===== config.mk =====
export PLATFORM = sky130hd
export DESIGN_NAME = pipeline_ctrl_flat
export DESIGN_NICKNAME = d
export VERILOG_FILES = /design/src/rtl/pipeline_ctrl_if.sv /design/src/rtl/pipeline_ctrl.sv /design/src/flat_wrapper.sv
export SDC_FILE = /design/constraint.sdc
export NUM_CORES = 1
export LEC_CHECK = 0
export BUFFER_PORTS_ARGS = -buffer_cell sky130_fd_sc_hd__buf_2
export CAP_MARGIN = 20
export CORE_MARGIN = 4
export CORE_UTILIZATION = 38
export DETAILED_ROUTE_END_ITERATION = 8
export PLACE_DENSITY = 0.74
export SYNTH_ARGS = -nofsm -noshare
export SYNTH_HDL_FRONTEND = slang
export SYNTH_SLANG_ARGS = --single-unit

===== constraint.sdc =====
create_clock -name clk -period 1.5 [get_ports clk]
set_input_delay 0.15 -clock clk [delete_from_list [all_inputs] [get_ports clk]]
set_output_delay 0.15 -clock clk [all_outputs]
set_load 0.005 [all_outputs]

===== src/rtl/pipeline_ctrl_if.sv =====
// Hazard/stall bundle between the pipeline datapath and pipeline_ctrl.
// The exception pins exist only when PIPE_CTRL_EXC_EN is defined.
interface pipeline_ctrl_if #(
   parameter int REG_AW = 5
);
   logic              pc_jump_en;
   logic              ex_mem_rd;
   logic [REG_AW-1:0] ex_wd;
   logic [REG_AW-1:0] id_rs;
   logic [REG_AW-1:0] id_rt;
   logic              id_rs_used;
   logic              id_rt_used;
   logic              md_start;
   logic              mem_stall;
   logic [4:0]        stall;
   logic [4:0]        flush;
   logic              md_done;
   logic              busy;
`ifdef PIPE_CTRL_EXC_EN
   logic              exc_req;
   logic              exc_pc_load;

   modport master (
      input  pc_jump_en, ex_mem_rd, ex_wd, id_rs, id_rt, id_rs_used, id_rt_used,
             md_start, mem_stall, exc_req,
      output stall, flush, md_done, busy, exc_pc_load
   );
   modport slave (
      output pc_jump_en, ex_mem_rd, ex_wd, id_rs, id_rt, id_rs_used, id_rt_used,
             md_start, mem_stall, exc_req,
      input  stall, flush, md_done, busy, exc_pc_load
   );
`else
   modport master (
      input  pc_jump_en, ex_mem_rd, ex_wd, id_rs, id_rt, id_rs_used, id_rt_used,
             md_start, mem_stall,
      output stall, flush, md_done, busy
   );
   modport slave (
      output pc_jump_en, ex_mem_rd, ex_wd, id_rs, id_rt, id_rs_used, id_rt_used,
             md_start, mem_stall,
      input  stall, flush, md_done, busy
   );
`endif
endinterface


===== src/rtl/pipeline_ctrl.sv =====
// Stall/flush sequencer for the 5-stage pipeline; bit order [0]PC..[4]MEM/WB.
// Optional MEM-stage exception path enabled by defining PIPE_CTRL_EXC_EN.
//
//  state   | meaning
//  --------+--------------------------------------------------------------
//  IDLE    | no multi-cycle op in EX; md_start here is occupancy cycle 1
//  MD_BUSY | mul/div occupying EX; cnt = remaining stall cycles before done
module pipeline_ctrl #(
   parameter int REG_AW    = 5,
   parameter int MD_CYCLES = 32,
   parameter int CNT_W     = 6
) (
   input  logic           clk,
   input  logic           rst,
   pipeline_ctrl_if.master pc
);
   typedef enum logic {IDLE = 1'b0, MD_BUSY = 1'b1} state_t;

   state_t            state;
   logic [CNT_W-1:0]  cnt;
   logic [REG_AW-1:0] ex_wd;
   logic              load_use;
   logic              exc_hit;

   assign ex_wd    = pc.ex_wd;
   assign load_use = pc.ex_mem_rd && (ex_wd != '0) &&
                     (((ex_wd == pc.id_rs) && pc.id_rs_used) ||
                      ((ex_wd == pc.id_rt) && pc.id_rt_used));
`ifdef PIPE_CTRL_EXC_EN
   assign exc_hit  = pc.exc_req;
`else
   assign exc_hit  = 1'b0;
`endif

   always_ff @(posedge clk) begin
      if (!rst) begin
         state <= IDLE;
         cnt   <= '0;
      end else if (exc_hit) begin
         state <= IDLE;
         cnt   <= '0;
      end else if (!pc.mem_stall) begin
         case (state)
            IDLE: begin
               if (pc.md_start) begin
                  state <= MD_BUSY;
                  cnt   <= CNT_W'(MD_CYCLES - 2);
               end
            end
            MD_BUSY: begin
               if (cnt == '0) state <= IDLE;
               else           cnt   <= cnt - 1'b1;
            end
            default: state <= IDLE;
         endcase
      end
   end

   // Output priority: exception > mem wait > mul/div > load-use > jump.
   always_comb begin
      pc.stall   = 5'b00000;
      pc.flush   = 5'b00000;
      pc.md_done = 1'b0;
      pc.busy    = rst && (state == MD_BUSY);
      if (!rst) begin
         pc.busy = 1'b0;
      end else if (exc_hit) begin
         pc.flush = 5'b11110;
      end else if (pc.mem_stall) begin
         pc.stall = 5'b01111;
         pc.flush = 5'b10000;
      end else if (((state == IDLE) && pc.md_start) ||
                   ((state == MD_BUSY) && (cnt != '0))) begin
         pc.stall = 5'b00111;
         pc.flush = 5'b01000;
      end else if (state == MD_BUSY) begin
         pc.md_done = 1'b1;
      end else if (load_use) begin
         // Jump is dropped here: the branch stays in ID and re-resolves.
         pc.stall = 5'b00011;
         pc.flush = 5'b00100;
      end else if (pc.pc_jump_en) begin
         pc.flush = 5'b00010;
      end
   end

`ifdef PIPE_CTRL_EXC_EN
   assign pc.exc_pc_load = rst && pc.exc_req;
`endif
endmodule


===== src/flat_wrapper.sv =====
// flat-port wrapper written by rule: the top's interface ports become plain ports
module pipeline_ctrl_flat 
#(
   parameter int REG_AW    = 5,
   parameter int MD_CYCLES = 32,
   parameter int CNT_W     = 6
)
  (clk, rst, pc_pc_jump_en, pc_ex_mem_rd, pc_ex_wd, pc_id_rs, pc_id_rt, pc_id_rs_used, pc_id_rt_used, pc_md_start, pc_mem_stall, pc_stall, pc_flush, pc_md_done, pc_busy);
  pipeline_ctrl_if #(.REG_AW(REG_AW)) pc_i ();
  input  logic clk;
  input  logic rst;
  input wire logic [$bits(pc_i.pc_jump_en)-1:0] pc_pc_jump_en;
  input wire logic [$bits(pc_i.ex_mem_rd)-1:0] pc_ex_mem_rd;
  input wire logic [$bits(pc_i.ex_wd)-1:0] pc_ex_wd;
  input wire logic [$bits(pc_i.id_rs)-1:0] pc_id_rs;
  input wire logic [$bits(pc_i.id_rt)-1:0] pc_id_rt;
  input wire logic [$bits(pc_i.id_rs_used)-1:0] pc_id_rs_used;
  input wire logic [$bits(pc_i.id_rt_used)-1:0] pc_id_rt_used;
  input wire logic [$bits(pc_i.md_start)-1:0] pc_md_start;
  input wire logic [$bits(pc_i.mem_stall)-1:0] pc_mem_stall;
  output wire logic [$bits(pc_i.stall)-1:0] pc_stall;
  output wire logic [$bits(pc_i.flush)-1:0] pc_flush;
  output wire logic [$bits(pc_i.md_done)-1:0] pc_md_done;
  output wire logic [$bits(pc_i.busy)-1:0] pc_busy;
  assign pc_i.pc_jump_en = pc_pc_jump_en;
  assign pc_i.ex_mem_rd = pc_ex_mem_rd;
  assign pc_i.ex_wd = pc_ex_wd;
  assign pc_i.id_rs = pc_id_rs;
  assign pc_i.id_rt = pc_id_rt;
  assign pc_i.id_rs_used = pc_id_rs_used;
  assign pc_i.id_rt_used = pc_id_rt_used;
  assign pc_i.md_start = pc_md_start;
  assign pc_i.mem_stall = pc_mem_stall;
  assign pc_stall = pc_i.stall;
  assign pc_flush = pc_i.flush;
  assign pc_md_done = pc_i.md_done;
  assign pc_busy = pc_i.busy;
  pipeline_ctrl #(.REG_AW(REG_AW), .MD_CYCLES(MD_CYCLES), .CNT_W(CNT_W)) u_core (.clk(clk), .rst(rst), .pc(pc_i));
endmodule

==> summary by stage, run 1 <==
Run status
The flow ran to the end, but the final reports show violations. The checks that failed: negative setup slack.

Synthesis
In this run the cell area of the synthesized design comes to 621 um2. Of all cell types, the one taking the most synthesized area is dfxtp_1. In the synthesized netlist, the number of instances is 77. The netlist uses 35 different library cells. The number of enable flip-flop cells after synthesis is 0.

The average cell area after synthesis is 8.06 um2. The flop and latch count out of synthesis is 7. Of the synthesized area, sequential elements account for 0.226. The share of Yosys cell area claimed by the top area cell type is 0.226. The yosys synthesis warning count is 0. In the post-synthesis netlist, the biggest area contributors are dfxtp_1 (23%), xor2_1 (11%), buf_4 (4.8%). In the synthesized netlist the dominant register cell turns out to be dfxtp_1. The async set-reset flop share out of synthesis is 0.

Detailed routing
The detailed router's first-iteration violation count is 12. The post-detailed-route wirelength per cell is 14.9 um. The number of vias per cell after detailed routing is 5.43. The DRC violation count after routing is 0.

The detailed-routing iteration count for the pre-antenna-repair pass is 4. For this block, the via count after detailed routing is 777. The routed design has 2140 um of wire. The post-route antenna net violation count is 0.

Pwr
The share of total power in combinational logic is 0.429. Power spread over the standard cell area amounts to 685 nW/um2. Internal power comes to 469 uW. The reported leakage power is 0.495 nW. In this run the power spent charging and discharging nets is 241 uW.

The total power of the final layout is 710 uW. The worst supply voltage drop on vdd is 0.618 mV. Of the total power, registers draw 0.310. The clock network power share is 0.261. The proportion of total power due to net switching is 0.339.

Critical path
On the critical path, the stage with the largest delay is an instance of dfxtp_2. STA puts the critical path data required time at 1.67 ns. Among the stages of the critical path, the cell type that occurs most often is buf_4. The element type at the critical path end is a flip-flop. The arrival time at the worst endpoint is 1.90 ns. The count of buffer and inverter cells on the critical path is 4. In this design, the stage delay of the slowest critical-path cell is 0.33 ns. Along the worst path, the maximum fanout reaches 5. STA classifies the critical path startpoint as a flip-flop. The classification of the worst setup path is flip-flop to flip-flop. Among cell families on the critical path, the largest total delay comes from buffers and inverters. Traced cell by cell, the critical path runs through inv_2, ha_4, and4bb_4, buf_4, buf_4, a211oi_2, buf_4, nor2_1, a211oi_1.

Clock network
The clock sink count is 7. Counting the buffers created by CTS gives 3. The longest clock path from root to sink contains 2 buffers. After clock tree synthesis, the clock-pin slew on the worst setup and hold paths is 0.06 ns.

Clock latency on the worst-skew pair, taken at its later pin, is 0.26 ns. TritonCTS built the clock tree. The total of hold buffers inserted after clock tree synthesis is 0. In this run the clock root is driven by a clkbuf_4.

The number of H-tree branching levels is 1.

Place
The HPWL after detailed placement is 1430 um. After detailed placement, the total cell area comes to 861 um2. The number of buffers added on ports is 32. The congestion estimate from routability-driven global placement came to 0.833. In this run, placement finished with an instance count of 133.

Floorplanning
The row count is 14. From left edge to right edge, the die measures 48.4 um. From bottom edge to top edge, the die measures 48.4 um. The initial utilization of the core area, before any placement, comes to 0.407. 35 I/O pins were placed. The area of the die is 2340 um2.

The placeable core area is 1520 um2.

STA
Subtracting the final worst setup slack from the clock period gives 1.74 ns. The max-slew violation count was 0. The final worst clock skew is 0.00904 ns. In the finished design, the share of the clock period the worst path needs comes to 1.16. Setup violations remaining at the end of the flow were counted as 12. Across all setup checks in the final design, the least slack found is -0.235 ns. Derived from the worst setup path, the maximum achievable clock frequency is 576 MHz. Setup repair after global routing could not meet its margin everywhere. The final number of hold-violating endpoints is 0.

Final layout
The total of fill cells in the finished design is 127. The non-filler instance count after layout is 143. The fraction of final layout cells sized beyond drive strength 1 is 0.598. Relative to the synthesized area, the layout overhead comes to 66.9%.

After routing the design area is 1040 um2. The total number of nets in the final design is 153. The number of antenna repair diodes is 0.

Job
The tool flagged a number of max-cap violations equal to 0.

Global routing
The first-pass GRT wire length is 3510 um. The global router's overall resource usage is 0.188. The largest net degree at the start of global routing is 10.

After global routing the overflow that remains totals 0. The via count of the first global-routing pass is 779. The number of antenna violations at the first check in global routing is 0.

Hold path
The worst hold path belongs to the class input pin to flip-flop.
==> flip-flops by register name, indices dropped and copies added (netlist names) <==
name / cells
u_core.cnt: 6
u_core.state: 1
==> metrics by stage <==
step / TNS [ns] / hold WS [ns] / utilization / setup WS (ns)
finish: -1.90 / 0.198 / 0.680 / -0.235
global route: -3.24 / 0.204 / 0.680 / -0.367
CTS: -1.26 / 0.199 / 0.630 / -0.234
detailed placement: -0.451 / 0.460 / 0.565 / -0.147
global placement: -0.291 / 0.452 / 0.565 / -0.118
floorplan: -0.0915 / 0.285 / - / -0.0915
==> power groups by stage <==
| stage | logic [mW] | registers, mW | clock network [mW] |
|---|---|---|---|
| 6_report | 0.304 | 0.220 | 0.185 |
| 2_1_floorplan | 0.135 | 0.219 | 0 |
| 5_1_grt | 0.335 | 0.221 | 0.211 |
| 3_3_place_gp | 0.227 | 0.222 | 0 |
| 3_5_place_dp | 0.235 | 0.222 | 0 |
| 4_1_cts | 0.271 | 0.218 | 0.188 |
==> cells by family after synthesis <==
| family | share of synthesized area |
|---|---|
| simple gates | 0.266 |
| compound gates | 0.208 |
| fa+ha+maj | 0.0403 |
| xor+xnor | 0.155 |
| flops | 0.226 |
| buf+inv | 0.0988 |
| other cells | 0.00604 |
==> metal layers <==
| metal | global-route usage | share of wire | vias to the layer above |
|---|---|---|---|
| met4 | 0.0599 | 0.0047 | 0 |
| met5 | 0 | 0 | - |
| met2 | 0.337 | 0.54 | 36 |
| met3 | 0.0828 | 0.088 | 2 |
| met1 | 0.189 | 0.36 | 368 |
| li1 | - | - | 371 |
==> worst register-to-register path, stage by stage (launching register included) <==
cell and delay [ns]:
dfxtp_2 0.33, inv_2 0.05, ha_4 0.15, and4bb_4 0.20, buf_4 0.13, buf_4 0.12
a211oi_2 0.22, buf_4 0.19, nor2_1 0.05, a211oi_1 0.21
==> worst paths after layout <==
path	depth (start not counted)	end	start	slack, ns
setup reg to reg	9	u_core.cnt[2]	u_core.cnt[0]	-0.24
hold / removal	3	u_core.cnt[3]	pc_md_start	0.20
hold reg to reg	2	u_core.cnt[3]	u_core.cnt[3]	0.54
setup / recovery	9	u_core.cnt[2]	u_core.cnt[0]	-0.24
==> area by class of cell <==
cell class / count / area [um2] / share of cell area
Timing Repair Buffer: 51 / 329 / 0.318
Clock buffer: 4 / 26.3 / 0.0254
Tap cell: 16 / 20.0 / 0.0193
Sequential cell: 7 / 143 / 0.138
Inverter: 4 / 15.0 / 0.0145
Multi-Input combinational cell: 61 / 503 / 0.486
==> timing repair <==
| action | in CTS | in global routing |
|---|---|---|
| setup buffers | 5 | 1 |
| resized for setup | 9 | 13 |
| setup endpoints to repair | 10 | 14 |
| hold endpoints to repair | 0 | 0 |
| pin swaps | 9 | 9 |
==> layout by cell type (no fill, tap or decap), types with 2 or more instances in the layout <==
master    synthesis  routed
a21oi_1           4       2
a21oi_2           0       2
and2_1            2       2
buf_2             1      29
buf_4             4      17
buf_6             1       5
clkbuf_4          0       3
conb_1            1       2
dfxtp_1           7       5
dfxtp_2           0       2
inv_1             4       2
inv_2             0       2
nand2_1           2       2
nor2_1            8       6
nor2_2            0       2
nor3_1            3       2
nor4_2            0       2
o21ai_0           4       2
or4_1             3       2
xnor2_1           3       2
xor2_1            8       7
==> Yosys cell counts, types with 2 or more instances <==
cell     n
a21oi_1  4
and2_1   2
buf_4    4
dfxtp_1  7
ha_1     2
inv_1    4
nand2_1  2
nor2_1   8
nor3_1   3
nor4_1   2
o21ai_0  4
or4_1    3
xnor2_1  3
xor2_1   8
No activity file was read; power rests on OpenSTA's default activity.
==> run 2, diff against run 1 <==
- PLACE_DENSITY: 0.74 -> 0.84
==> run 2 against run 1 <==
  * The flow still finishes with violations (negative setup slack)
  * Die area stayed put
  * Clock skew hardly changed
  * Sequential power is 3% higher
  * Register-to-register slack better by 0.06 ns
  * Largest cell class unchanged
  * Design area is 3.7% higher
  * Hold slack better by 0.035 ns
  * Critical path depth is 2 lower
  * Critical path type is now flip-flop to primary output
==> summary by stage, run 2 (synthesis results as in run 1) <==
Floorplanning
The number of top-level design ports came to 35 (unchanged). The placeable core area is 1520 um2 (unchanged). The area of the die came to 2340 um2 (unchanged). The initial core utilization is 0.407 (unchanged). The width of the die is 48.4 um (unchanged). The floorplan die height is 48.4 um (unchanged). The row count is 14 (unchanged).

Detailed routing
The detailed-routing iteration count for the pre-antenna-repair pass is 4 (unchanged). The detailed router's first-iteration violation count is 10 (-2). The total via count in the routed design was 794 (+2.2%). The DRC violation count after routing came to 0 (unchanged). The post-route antenna net violation count is 0 (unchanged). The total wire length came to 2240 um (+4.7%). The number of vias per cell after detailed routing came to 5.55 (+2.2%). The post-detailed-route wirelength per cell came to 15.6 um (+4.7%).

Final layout
The number of antenna repair diodes was 0 (unchanged). The area growth from synthesis to layout is 73.2%. The non-filler instance count after layout was 143 (unchanged). Ranked by flip-flop count, first place goes to u_core.cnt. In the layout the commonest cells are buf_2 (28), buf_4 (18), xor2_1 (8). The footprint of the flip-flops and latches is 143 um2 (unchanged). The leading cell type in the layout, fill and taps excluded is buf_2. The total area of multi-input combinational cells is 539 um2 (+7.2%). The fraction of final layout cells sized beyond drive strength 1 is 0.614 (+0.0157). The total number of nets in the final design is 153 (unchanged). The total of fill cells in the finished design is 109 (-14%). The final cell area excluding filler cells is 1070 um2 (+3.7%). The flip-flop count of the largest register, all copies and words added was 6 (unchanged). The largest registers in the layout are u_core.cnt: 6 flops, u_core.state: 1 flops.

STA
The setup violation total in the final timing report is 12 (unchanged). The final worst clock skew is 0.00856 ns (-0.000474 ns). The max-slew violation count is 0 (unchanged). The total negative setup slack is -1.25 ns (+0.656 ns). The worst hold slack across all endpoints is 0.233 ns (+0.0347 ns). The final number of hold-violating endpoints is 0 (unchanged). The shortest period the worst path allows is 1.72 ns (-0.0201 ns). Setup repair after global routing could not meet its margin everywhere. The fraction of the cycle the final worst path needs is 1.14 (-0.0134). The final setup slack of the worst path is -0.215 ns (+0.0201 ns). The highest clock frequency the design can meet was 583 MHz (+1.2%).

Global routing
The global router's overall resource usage is 0.181 (-0.00645). The via count of the first global-routing pass is 759 (-2.6%). The number of antenna violations at the first check in global routing is 0 (unchanged).

The first-pass GRT wire length is 3340 um (-4.7%). The final global-route overflow total is 0 (unchanged). The largest net degree at the start of global routing is 10 (unchanged).

Critical path
The element type at the critical path end is a primary output. The critical path required time is 1.35 ns (-0.32 ns). The flop-to-flop setup slack is -0.18 ns (+0.06 ns). The worst register-to-register path begins at u_core.cnt[1]. The largest stage delay on the critical path came to 0.34 ns (about the same). Walking the worst path, the cells encountered are inv_2, ha_4, and4bb_4, a21o_4, buf_6, nor3_4, buf_2.

STA classifies the critical path startpoint as a flip-flop. The top fanout value on the critical path is 4 (-1). The arrival time at the worst endpoint is 1.57 ns (-0.33 ns). The source of the critical timing path is u_core.cnt[1]. The classification of the worst setup path is flip-flop to primary output. The master of the slowest instance on the critical path is dfxtp_2. The count of cells along the worst register-to-register path is 6 (-3). The worst register-to-register path ends at u_core.cnt[5].

Run status
The checks that failed: negative setup slack. The run finished, with violations left.

Hold path
The number of cells on the worst hold path is 3 (unchanged). The min-delay analysis places its worst path in the category input pin to flip-flop. The startpoint of the lowest-slack hold path is rst.

The path with the worst hold slack has its endpoint at u_core.cnt[5].

Place
The number of buffers added on ports is 32 (unchanged). The HPWL after detailed placement came to 1450 um (+1.5%). The setup slack at placement is -0.151 ns (-0.00397 ns). The total placed instance area came to 838 um2 (-2.6%). The routability congestion estimate is 0.870 (+4.5%). The count of placed standard cells including taps is 130 (-2.3%).

Clock network
The number of H-tree branching levels is 1 (unchanged). The number of buffers inserted during clock tree synthesis is 3 (unchanged). The clock sink count came to 7 (unchanged).

The clock transition at the register clock pins on the worst setup and hold paths after CTS is 0.06 ns (about the same). The buffer depth of the longest clock path is 2 (unchanged). The buffer type at the clock tree root is clkbuf_4. The clock network latency to the later pin of the worst-skew pair is 0.26 ns (about the same).

TritonCTS built the clock tree.

Pwr
The worst supply voltage drop on vdd is 0.546 mV (-12%). The total power divided by cell area came to 686 nW/um2 (about the same). The reported leakage power is 0.495 nW (about the same).

Job
The count of max-cap constraint violations was 0 (unchanged).
==> run 2: metal layers <==
| metal | wire length (um) | track usage | vias up |
|---|---|---|---|
| li1 | - | - | 374 |
| met1 | 809 | 0.165 | 362 |
| met2 | 1130 | 0.320 | 44 |
| met3 | 160 | 0.0583 | 14 |
| met4 | 133 | 0.147 | 0 |
| met5 | 0 | 0 | - |
==> run 2: stage by stage <==
| stage | power (mW) | util |
|---|---|---|
| after floorplan | 0.354 | - |
| after global placement | 0.441 | 0.550 |
| after detailed placement | 0.451 | 0.550 |
| after CTS | 0.680 | 0.635 |
| after global routing | 0.789 | 0.705 |
| final | 0.737 | 0.705 |
==> run 2: where the power goes <==
group | switching (mW) | leakage [nW] | internal [mW] | total [mW]
logic | 0.157 | 0.422 | 0.177 | 0.335
registers | 0.0210 | 0.0585 | 0.205 | 0.226
clock network | 0.0747 | 0.0150 | 0.102 | 0.177
==> run 2: critical path: cells and delay by family (launching register included) <==
| kind | cells | cell delay [ns] |
|---|---|---|
| flip-flops | 1 | 0.34 |
| buffers and inverters | 3 | 0.30 |
| AND/OR/NAND/NOR | 2 | 0.30 |
| AO/OA/AOI/OAI | 1 | 0.22 |
| adder cells (fa/ha/maj) | 1 | 0.15 |
==> run 2: how the worst max path moves through the flow <==
stage,end,slack (ns)
3_5_place_dp,u_core.cnt[5],-0.15
6_report,pc_flush[3],-0.22
2_1_floorplan,u_core.cnt[5],-0.09
3_3_place_gp,pc_stall[0],-0.11
5_1_grt,pc_flush[3],-0.27
4_1_cts,pc_flush[3],-0.19
==> run 2: what timing repair did <==
action                                  CTS  global route
pin swaps                                 8            17
hold buffers                              0             0
endpoints found under the setup margin   10            13
resized for setup                        12            18
setup buffers                             7             2
==> run 2: layout make-up <==
type | instances | area share
Multi-Input combinational cell | 61 | 0.502
Timing Repair Buffer | 51 | 0.308
Sequential cell | 7 | 0.133
Clock buffer | 4 | 0.0244
Tap cell | 16 | 0.0186
Inverter | 4 | 0.0140
==> run 3, diff against run 2 <==
- CORE_ASPECT_RATIO: not set -> 0.6
- CORE_UTILIZATION: 38 -> 25
- PLACE_DENSITY: 0.84 -> 0.63
- REMOVE_ABC_BUFFERS: not set -> 1
==> run 3 against run 2 <==
  * The flow still finishes with violations (negative setup slack)
  * Non-clock buffer count is 2 lower
  * Setup slack better by 0.017 ns
  * First-iteration DRC count grew to 5.0 times the previous value
  * Via count is 5.5% lower
  * Critical endpoint unchanged
==> summary by stage, run 3 (synthesis results as in run 1) <==
Detailed routing
The detailed router's first-iteration violation count is 50 (+40). The post-detailed-route wirelength per cell is 15.0 um (-3.8%). The number of vias per cell after detailed routing is 4.84 (-13%). The total via count in the routed design was 750 (-5.5%). The post-route antenna net violation count is 0 (unchanged). The DRC violation count after routing is 0 (unchanged). The total wire length is 2330 um (+4.2%).

The detailed-routing iteration count for the pre-antenna-repair pass is 4 (unchanged).

STA
The final number of hold-violating endpoints came to 0 (unchanged). The max-slew violation count is 0 (unchanged). The shortest period the worst path allows is 1.70 ns (-0.0170 ns). The final worst clock skew is 0.00181 ns (-0.00675 ns). The fraction of the cycle the final worst path needs is 1.13 (-0.0114). The setup violation total in the final timing report was 13 (+1). The total negative setup slack came to -1.24 ns (+0.00244 ns). The highest clock frequency the design can meet is 589 MHz (+1.0%). Setup repair after global routing could not meet its margin everywhere. The final setup slack of the worst path was -0.198 ns (+0.0170 ns).

Clock network
TritonCTS built the clock tree. The number of H-tree branching levels is 1 (unchanged). The total of hold buffers inserted after clock tree synthesis is 0 (unchanged). The buffer type at the clock tree root is clkbuf_8.

The buffer depth of the longest clock path is 2 (unchanged). The clock sink count was 7 (unchanged). The clock network latency to the later pin of the worst-skew pair is 0.23 ns (-0.03 ns).

The number of buffers inserted during clock tree synthesis came to 3 (unchanged). The clock transition at the register clock pins on the worst setup and hold paths after CTS is 0.04 ns (-0.02 ns).

Hold path
The number of cells on the worst hold path was 3 (unchanged). The capture endpoint of the worst hold path is u_core.cnt[3]. The startpoint identified for the worst hold timing path is pc_md_start. The path category of the worst min-delay check is input pin to flip-flop.

Global routing
The largest net degree at the start of global routing is 10 (unchanged). The first-pass GRT wire length was 3060 um (-8.5%). The final global-route overflow total is 0 (unchanged). The number of antenna violations at the first check in global routing is 0 (unchanged). The global router's overall resource usage is 0.126 (-0.0550). The via count of the first global-routing pass is 657 (-13%).

Final layout
The total number of nets in the final design is 151 (-1.3%). The total of fill cells in the finished design is 213 (+95%). The library cell used most frequently in the layout, excluding fill and tap cells, is buf_2. The flip-flop count of the largest register, all copies and words added is 6 (unchanged). In the final layout, the registers with the most flip-flops are u_core.cnt: 6 flops, u_core.state: 1 flops. The non-filler instance count after layout was 155 (+8.4%).

In the layout the commonest cells are buf_2 (27), buf_4 (17), nor2_1 (6). The final cell area excluding filler cells is 1100 um2 (+2.3%). u_core.cnt holds more flip-flops than any other register. The fraction of final layout cells sized beyond drive strength 1 is 0.600 (-0.0142).

From synthesis to final layout, the design area changed by 77.2%. The number of antenna repair diodes is 0 (unchanged).

Pwr
The worst supply voltage drop on vdd came to 0.333 mV (-39%). The sequential share of power is 0.271 (-0.035). The total power divided by cell area was 746 nW/um2 (+8.8%). The total power of the final layout is 821 uW (+11%). The switching power total is 265 uW (+4.9%). The share of total power in combinational logic is 0.390 (-0.064). The clock network power share is 0.339 (+0.099).

The cell-internal power is 555 uW (+15%). The reported leakage power came to 0.494 nW (-0.16%). The proportion of total power due to net switching is 0.323 (-0.0201).

Floorplanning
The row count is 13 (-1). The number of top-level design ports was 35 (unchanged). The initial core utilization came to 0.274 (-0.133). The placeable core area was 2260 um2 (+48%). The area of the die is 3370 um2 (+44%). The floorplan die height is 46.6 um (-3.7%). The width of the die came to 72.3 um (+49%).

Run status
The checks that failed: negative setup slack. The run finished, with violations left.

Critical path
The classification of the worst setup path is flip-flop to primary output. The critical path required time was 1.35 ns (about the same). The element type at the critical path end is a primary output. Grouping stages by cell kind, the critical path spends the most delay in buffers and inverters. Traced cell by cell, the critical path runs through inv_2, ha_4, and4bb_4, a21o_1, buf_6, nor3_4, buf_2.

The flop-to-flop setup slack is -0.20 ns (-0.02 ns). In this run the critical register-to-register path is captured at u_core.cnt[5]. STA classifies the critical path startpoint as a flip-flop. The count of cells along the worst register-to-register path is 4 (-2). The largest stage delay on the critical path was 0.32 ns (-0.02 ns). The count of buffer and inverter cells on the critical path is 3 (unchanged). The top fanout value on the critical path was 4 (unchanged).

The startpoint identified for the worst register-to-register timing path is u_core.cnt[1]. The arrival time at the worst endpoint is 1.55 ns (-0.02 ns). The path length in cells of the critical path was 7 (unchanged).

The master of the slowest instance on the critical path is dfxtp_2.

Place
The count of placed standard cells including taps is 146 (+12%). The routability congestion estimate is 0.765 (-12%). The HPWL after detailed placement came to 1590 um (+9.5%). The number of buffers added on ports is 32 (unchanged). The total placed instance area is 866 um2 (+3.3%).

Job
The count of max-cap constraint violations is 0 (unchanged).
[run 3: cell count changes in the layout (fill, tap and decap cells not counted), moves of 2 or more]
cell      before  now
xor2_1         8    4
xor2_2         0    4
clkbuf_4       3    0
clkbuf_8       0    3
o21ai_1        0    3
a21oi_1        2    4
a21oi_2        2    0
nor4_1         2    0
[run 3: what timing repair did]
action	CTS	global route
setup endpoints to repair	13	14
resized for setup	15	21
cloned	0	0
buffers inserted	4	1
pin swaps	6	16
[run 3: tightest hold or removal path: cells and delay by family]
| family | cells | cell delay (ns) |
|---|---|---|
| AO/OA/AOI/OAI | 1 | 0.06 |
| buffers and inverters | 1 | 0.12 |
| AND/OR/NAND/NOR | 1 | 0.07 |
[run 3: layer usage]
metal,global-route usage,share of wire,up-vias
met4,0.0562,0.012,0
met2,0.186,0.50,28
met1,0.161,0.41,353
met5,0,0,-
li1,-,-,365
met3,0.0523,0.074,4
[run 3: layout make-up]
class,count,area (um2),area share
Clock buffer,4,45.0,0.0410
Sequential cell,7,143,0.130
Multi-Input combinational cell,61,541,0.491
Tap cell,30,37.5,0.0341
Timing Repair Buffer,49,319,0.290
Inverter,4,15.0,0.0137
[run 3: worst max-delay path by stage]
stage	startpoint	end
after global routing	u_core.cnt[1]	pc_flush[3]
final	u_core.cnt[1]	pc_flush[3]
after floorplan	u_core.cnt[0]	u_core.cnt[5]
after CTS	u_core.cnt[1]	pc_flush[3]
after detailed placement	pc_ex_wd[2]	pc_stall[1]
after global placement	u_core.cnt[0]	u_core.cnt[5]
[run 3: power groups by stage]
stage                     registers [mW]  clock network, mW  logic [mW]
after floorplan                    0.220                  0       0.115
after global placement             0.221                  0       0.230
after detailed placement           0.221                  0       0.235
after CTS                          0.221              0.283       0.272
after global routing               0.225              0.293       0.345
final                              0.222              0.278       0.320
[run 3: stage by stage]
stage / setup slack (ns) / hold WS [ns] / util
floorplan: -0.145 / 0.290 / -
global placement: -0.165 / 0.456 / 0.383
detailed placement: -0.228 / 0.460 / 0.383
CTS: -0.177 / 0.230 / 0.439
global route: -0.265 / 0.237 / 0.486
finish: -0.198 / 0.233 / 0.486
